## config.mk

```make
export PLATFORM = sky130hd
export DESIGN_NAME = prio_encoder_q
export DESIGN_NICKNAME = d
export VERILOG_FILES = /design/src/rtl/prio_encoder_q.sv
export SDC_FILE = /design/constraint.sdc
export NUM_CORES = 1
export LEC_CHECK = 0
export CAP_MARGIN = 20
export CORE_MARGIN = 2
export CORE_UTILIZATION = 39
export DETAILED_ROUTE_END_ITERATION = 8
export PLACE_DENSITY = 0.79
export SYNTH_ARGS = -nofsm -noshare
export SYNTH_HDL_FRONTEND = slang
export SYNTH_SLANG_ARGS = --single-unit
```

## constraint.sdc

```tcl
create_clock -name clk -period 1.6 [get_ports clk]
set_input_delay 0.48 -clock clk [delete_from_list [all_inputs] [get_ports clk]]
set_output_delay 0.48 -clock clk [all_outputs]
set_load 0.02 [all_outputs]
```

## src/rtl/prio_encoder_q.sv

```systemverilog
// N-input priority encoder with sticky request capture and a registered valid/ready grant.
// Define PRIO_ENC_RR_EN for round-robin selection; default is fixed priority (highest index wins).
module prio_encoder_q #(
    parameter int N     = 8,
    parameter int OUT_W = 3
) (
    input  logic             clk,
    input  logic             rst_n,
    input  logic             en,
    input  logic [N-1:0]     din,
    input  logic             ready,
    output logic [OUT_W-1:0] dout,
    output logic             valid,
    output logic [N-1:0]     pend,
    output logic             busy
);

    if (OUT_W != $clog2(N)) begin : g_bad_width
        $error("prio_encoder_q: OUT_W must equal clog2(N)");
    end
    if (N < 2) begin : g_bad_n
        $error("prio_encoder_q: N must be at least 2");
    end

    logic [OUT_W-1:0] sel;
    logic             slot_free;
    logic             grant;
    logic [N-1:0]     gnt_mask;

    // A grant may be issued when the output slot is empty or being accepted this cycle.
    assign slot_free = ~valid | ready;
    assign grant     = slot_free & (|pend);
    assign gnt_mask  = grant ? (N'(1) << sel) : '0;
    assign busy      = (|pend) | valid;

`ifdef PRIO_ENC_RR_EN
    logic [OUT_W-1:0] ptr;

    // Descending search from ptr with wrap; later iterations are closer to ptr and override.
    always_comb begin
        int               idx;
        logic [OUT_W-1:0] cand;
        sel  = '0;
        idx  = 0;
        cand = '0;
        for (int i = N - 1; i >= 0; i--) begin
            idx = int'(ptr) - i;
            if (idx < 0) begin
                idx = idx + N;
            end
            cand = OUT_W'(idx);
            if (pend[cand]) begin
                sel = cand;
            end
        end
    end

    always_ff @(posedge clk) begin
        if (!rst_n) begin
            ptr <= OUT_W'(N - 1);
        end else if (grant) begin
            ptr <= (sel == '0) ? OUT_W'(N - 1) : sel - 1'b1;
        end
    end
`else
    always_comb begin
        sel = '0;
        for (int i = 0; i < N; i++) begin
            if (pend[i]) begin
                sel = OUT_W'(i);
            end
        end
    end
`endif

    // New requests are OR-ed in after the grant clear, so a same-cycle set survives.
    always_ff @(posedge clk) begin
        if (!rst_n) begin
            pend  <= '0;
            valid <= 1'b0;
            dout  <= '0;
        end else begin
            pend <= (pend & ~gnt_mask) | (en ? din : '0);
            if (slot_free) begin
                valid <= |pend;
                if (|pend) begin
                    dout <= sel;
                end
            end
        end
    end

endmodule
```

# Word-level counts from Yosys, hierarchy flattened
# Index checks and enable logic that the tools add are counted.
[word_totals] mem_bits_ro=0 inputBits=12 ramBits=0 latchBits=0 regBits=12 n_memories=0
[classes] bitwise=7 order_cmp=0 mul=0 reduce_logical=2 eq_ne=0 n_mux=9 div_mod_pow=0 addsub=0 n_shift=1
[op_table] op="3-bit two-way mux" count=6
[op_table] op="8-bit two-way mux" count=2
[op_table] op="8-bit bitwise AND" count=1
[op_table] op="8-bit inverter" count=1
[op_table] op="8-bit OR" count=1
[op_table] op="8-bit OR reduction" count=1
[op_table] op="1-bit by 3-bit left shift with 8-bit output (first input constant)" count=1
[op_table] op="1-bit OR" count=2
[op_table] op="2-bit AND reduction" count=1
[op_table] op="1-bit bitwise AND" count=1
[op_table] op="1-bit two-way mux" count=1
[op_table] op="1-bit inverter" count=1

# Longest topological paths before layout
[depth] ltp_word=12 depth_mapped=4 depth_no_buf=4

# Least setup slack after synthesis
# No wires, ideal clock.
[synth_path] path_type="register -> output" start="register pend[4]" end="output busy" required_ns=1.120 setup_slack_ns=-0.079 arrival_time_ns=1.199 path_buffers=0 stages_incl_launch_ff=4 cell_sequence="dfxtp_1 > nor4_4 > nand2_1 > or2_1"
[synth_via] elab_chain_len=2
[synth_lines] item="start, declared" line_no="14" source="output logic [N-1:0] pend,"
[synth_lines] item="start signal, assigned" line_no="83" source="pend <= (pend & ~gnt_mask) | (en ? din : '0);"
[synth_lines] item="8-bit OR reduction" line_no="34" source="assign busy = (|pend) | valid;"
[synth_lines] item="1-bit OR" line_no="34"
[synth_lines] item="end, declared" line_no="15" source="output logic busy"
# Every way passes these cells.

# Worst setup path after layout
[layout_path] start="register pend[1]" end="output busy"
# Same word-level chain as after synthesis.

==> flow_summary.ini <==
[run_status]
status = complete, but fails checks
failed_checks = setup timing

[global_route]
grt_pass1_wl_mm = 2.925
grt_pass1_vias = 650
grt.total_usage_pct = 22.51
grt_overflow_total = 0
antenna_found_initial = 0
grt_max_degree = 13

[pwr]
seqPwrFrac_pct = 38.2
clkPwrFrac_pct = 26.7
power_frac_comb_pct = 35.1
power.total_mw = 0.9124
leakagePower_nw = 0.4434
vdd_drop_max_mv = 0.5346
p_per_area_mw_per_mm2 = 886.0
p_sw_share_pct = 29.65
p_sw_mw = 0.2706
p_int_mw = 0.6418

[cts]
clkTransAtPathRegs_ps = 80
cts_tree = built
clock-sinks = 12
clockBufferDepth = 2
postCtsHoldBufs = 0
clock_latency_ps = 280
cts_htree_levels = 1
root_buffer = clkbuf_4
cts_buffers = 3

[timing]
rsz0062_at_grt = yes
tightest_slew_ps = 383.8
worst_slack_ps = -282.4
period_needed_ps = 1882
timing.fmax_mhz = 531.2
slew_headroom_pct = 74.33
min_period_over_period_pct = 117.6
slew_viol_final = 0
finClkSkew_ps = 7.544
hold_viol_final = 0
setup-violations-final = 1
whs_ps = 504.0

[detailed_routing]
final_antenna_net_count = 0
via_per_inst = 5.361
drcViolationCount = 0
routed_wl_mm = 1.752
drtIter0Drc = 11
wl_per_cell_um = 14.36
vias = 654
drtPass1Iterations = 4

[place]
io_buffers = 24
gp_congestion = 0.7971
hpwl_mm = 1.262

[worst_setup_path]
cp_slowest_stage_delay_ps = 340
reg2reg_from = pend[1]
regToRegEndpoint = valid
path_cells = nor4_4 > nand2_1 > or2_4 > buf_6
slowest_stage = dfxtp_2
worstPathArrival_ps = 1400
cp-end-kind = primary output
reg2reg_depth = 8
start_kind = register
critical_path_class = register to primary output
crit_fanout = 2
r2r_setup_slack_ps = 50
worst_ep_required_time_ps = 1120

[floorplanning]
core_area_mm2 = 0.001334
die_area_mm2 = 0.001778
die_w_um = 42.17
io_pins = 25
initial_core_util_pct = 42.59
die_h_um = 42.17
rows = 13

[synthesis]
synth_cell_types = 28
synth_edf_count = 0
synth-simple-area-share_pct = 25.55
synthMuxAreaShare_pct = 0
synthAdderAreaFrac_pct = 0
synth_top_family_by_area = compound AO/OA/AOI/OAI gates
yosysMostFrequentCell = dfxtp_1
synth-seq-area-share_pct = 42.29
ys_warn_count = 0
syn_avg_cell_area_um2 = 9.017
synth_xor_area_share_pct = 0
yosys.area.top_type = dfxtp_1
netlist_area_um2 = 568.0
ys_async_sr_fraction_pct = 0
ys_top_cells_by_count = dfxtp_1 (12), nand2_1 (8), o21ai_0 (5)
synth_fp_nets = 75
synth_cells = 63
synth_top_flop_cell = dfxtp_1
netlist_top_cells_area = dfxtp_1 (42%), a21boi_1 (5.3%), nand2_1 (5.3%)
synth-compound-area-share_pct = 29.30
synth-seq-cells = 12
synth_top_area_share_pct = 42.29

[layout]
final_util_pct = 77.20
antenna_cells = 0
multi_input_area_um2 = 322.8
num-fill-cells = 97
seq_area_um2 = 252.7
layout.nets = 120
drive_gt1_share_pct = 38.32
syn_to_final_growth_pct = 81.28

[min_path]
hold_start = dout[1]
hold_path.class = register to register
whs_endpoint = dout[1]
hold_path_depth = 1

[run]
maxCapViolCount = 0
[final cells by class]
class / count / area share, %
sequential: 12 / 24.54
tap: 15 / 1.823
clock buffer: 4 / 3.524
multi-input combinational: 47 / 31.35
timing repair buffer: 42 / 38.03
inverter: 2 / 0.7290
[cell families after synthesis]
kind of cell,count (synthesis)
DFF,12
AOI/OAI and AO/OA,25
and+or+nand+nor,22
buffers and inverters,4
[layout by cell type (no fill, tap or decap), drive strengths merged, types with 2 or more instances in the layout]
cell type / n
dfxtp: 12
clkdlybuf4s15: 8
nor2b: 3
a21boi: 6
buf: 19
o21ai: 9
dlygate4sd2: 4
nor2: 2
a22oi: 2
clkbuf: 4
a21oi: 3
nor4: 2
nand2: 8
inv: 2
clkdlybuf4s50: 11
[power by group through the flow]
stage | combinational [mW] | sequential [mW] | clock, mW
after floorplan | 0.104 | 0.392 | 0
after global placement | 0.282 | 0.351 | 0
after detailed placement | 0.288 | 0.353 | 0
after CTS | 0.329 | 0.346 | 0.250
after global routing | 0.342 | 0.352 | 0.269
final | 0.321 | 0.348 | 0.244
[stage by stage]
| step | instances | area [um^2] | TNS (ps) | setup slack [ps] |
|---|---|---|---|---|
| 2_1_floorplan | 63 | 584.3 | 0 | 1.696 |
| 3_3_place_gp | 112 | 924.6 | -531.4 | -329.8 |
| 3_5_place_dp | 112 | 924.6 | -699.3 | -371.0 |
| 4_1_cts | 124 | 1042 | -410.6 | -283.5 |
| 5_1_grt | 122 | 1030 | -367.8 | -355.6 |
| 6_report | 122 | 1030 | -282.4 | -282.4 |
[worst max path at each step]
stage                  from  endpoint  depth (start not counted)  slack [ps]
finish              pend[1]      busy                          4        -280
global route        pend[1]      busy                          4        -360
CTS                 pend[0]      busy                          4        -280
detailed placement  pend[1]      busy                          4        -370
global placement    pend[5]      busy                          4        -330
floorplan           pend[7]      busy                          3           2
[flip-flops by register name (all words and copies together), names as in the netlist]
register	flops
valid	1
pend	8
dout	3
[critical path: cells and delay by family, from the launching register on]
kind,cells,cell delay [ps]
buffers and inverters,1,130
and+or+nand+nor,3,650
DFF,1,340
[layer usage]
metal / track usage, % / wire [um]
met4: 13.13 / 43
met3: 5.172 / 70
met2: 36.92 / 860
met1: 26.42 / 777
met5: 0 / 0
[timing repair]
action,4_1_cts,5_1_grt
endpoints found under the setup margin,13,10
pin swaps,3,2
buffers inserted,8,1
resized for setup,34,8
(Power assumes the default switching activity.)
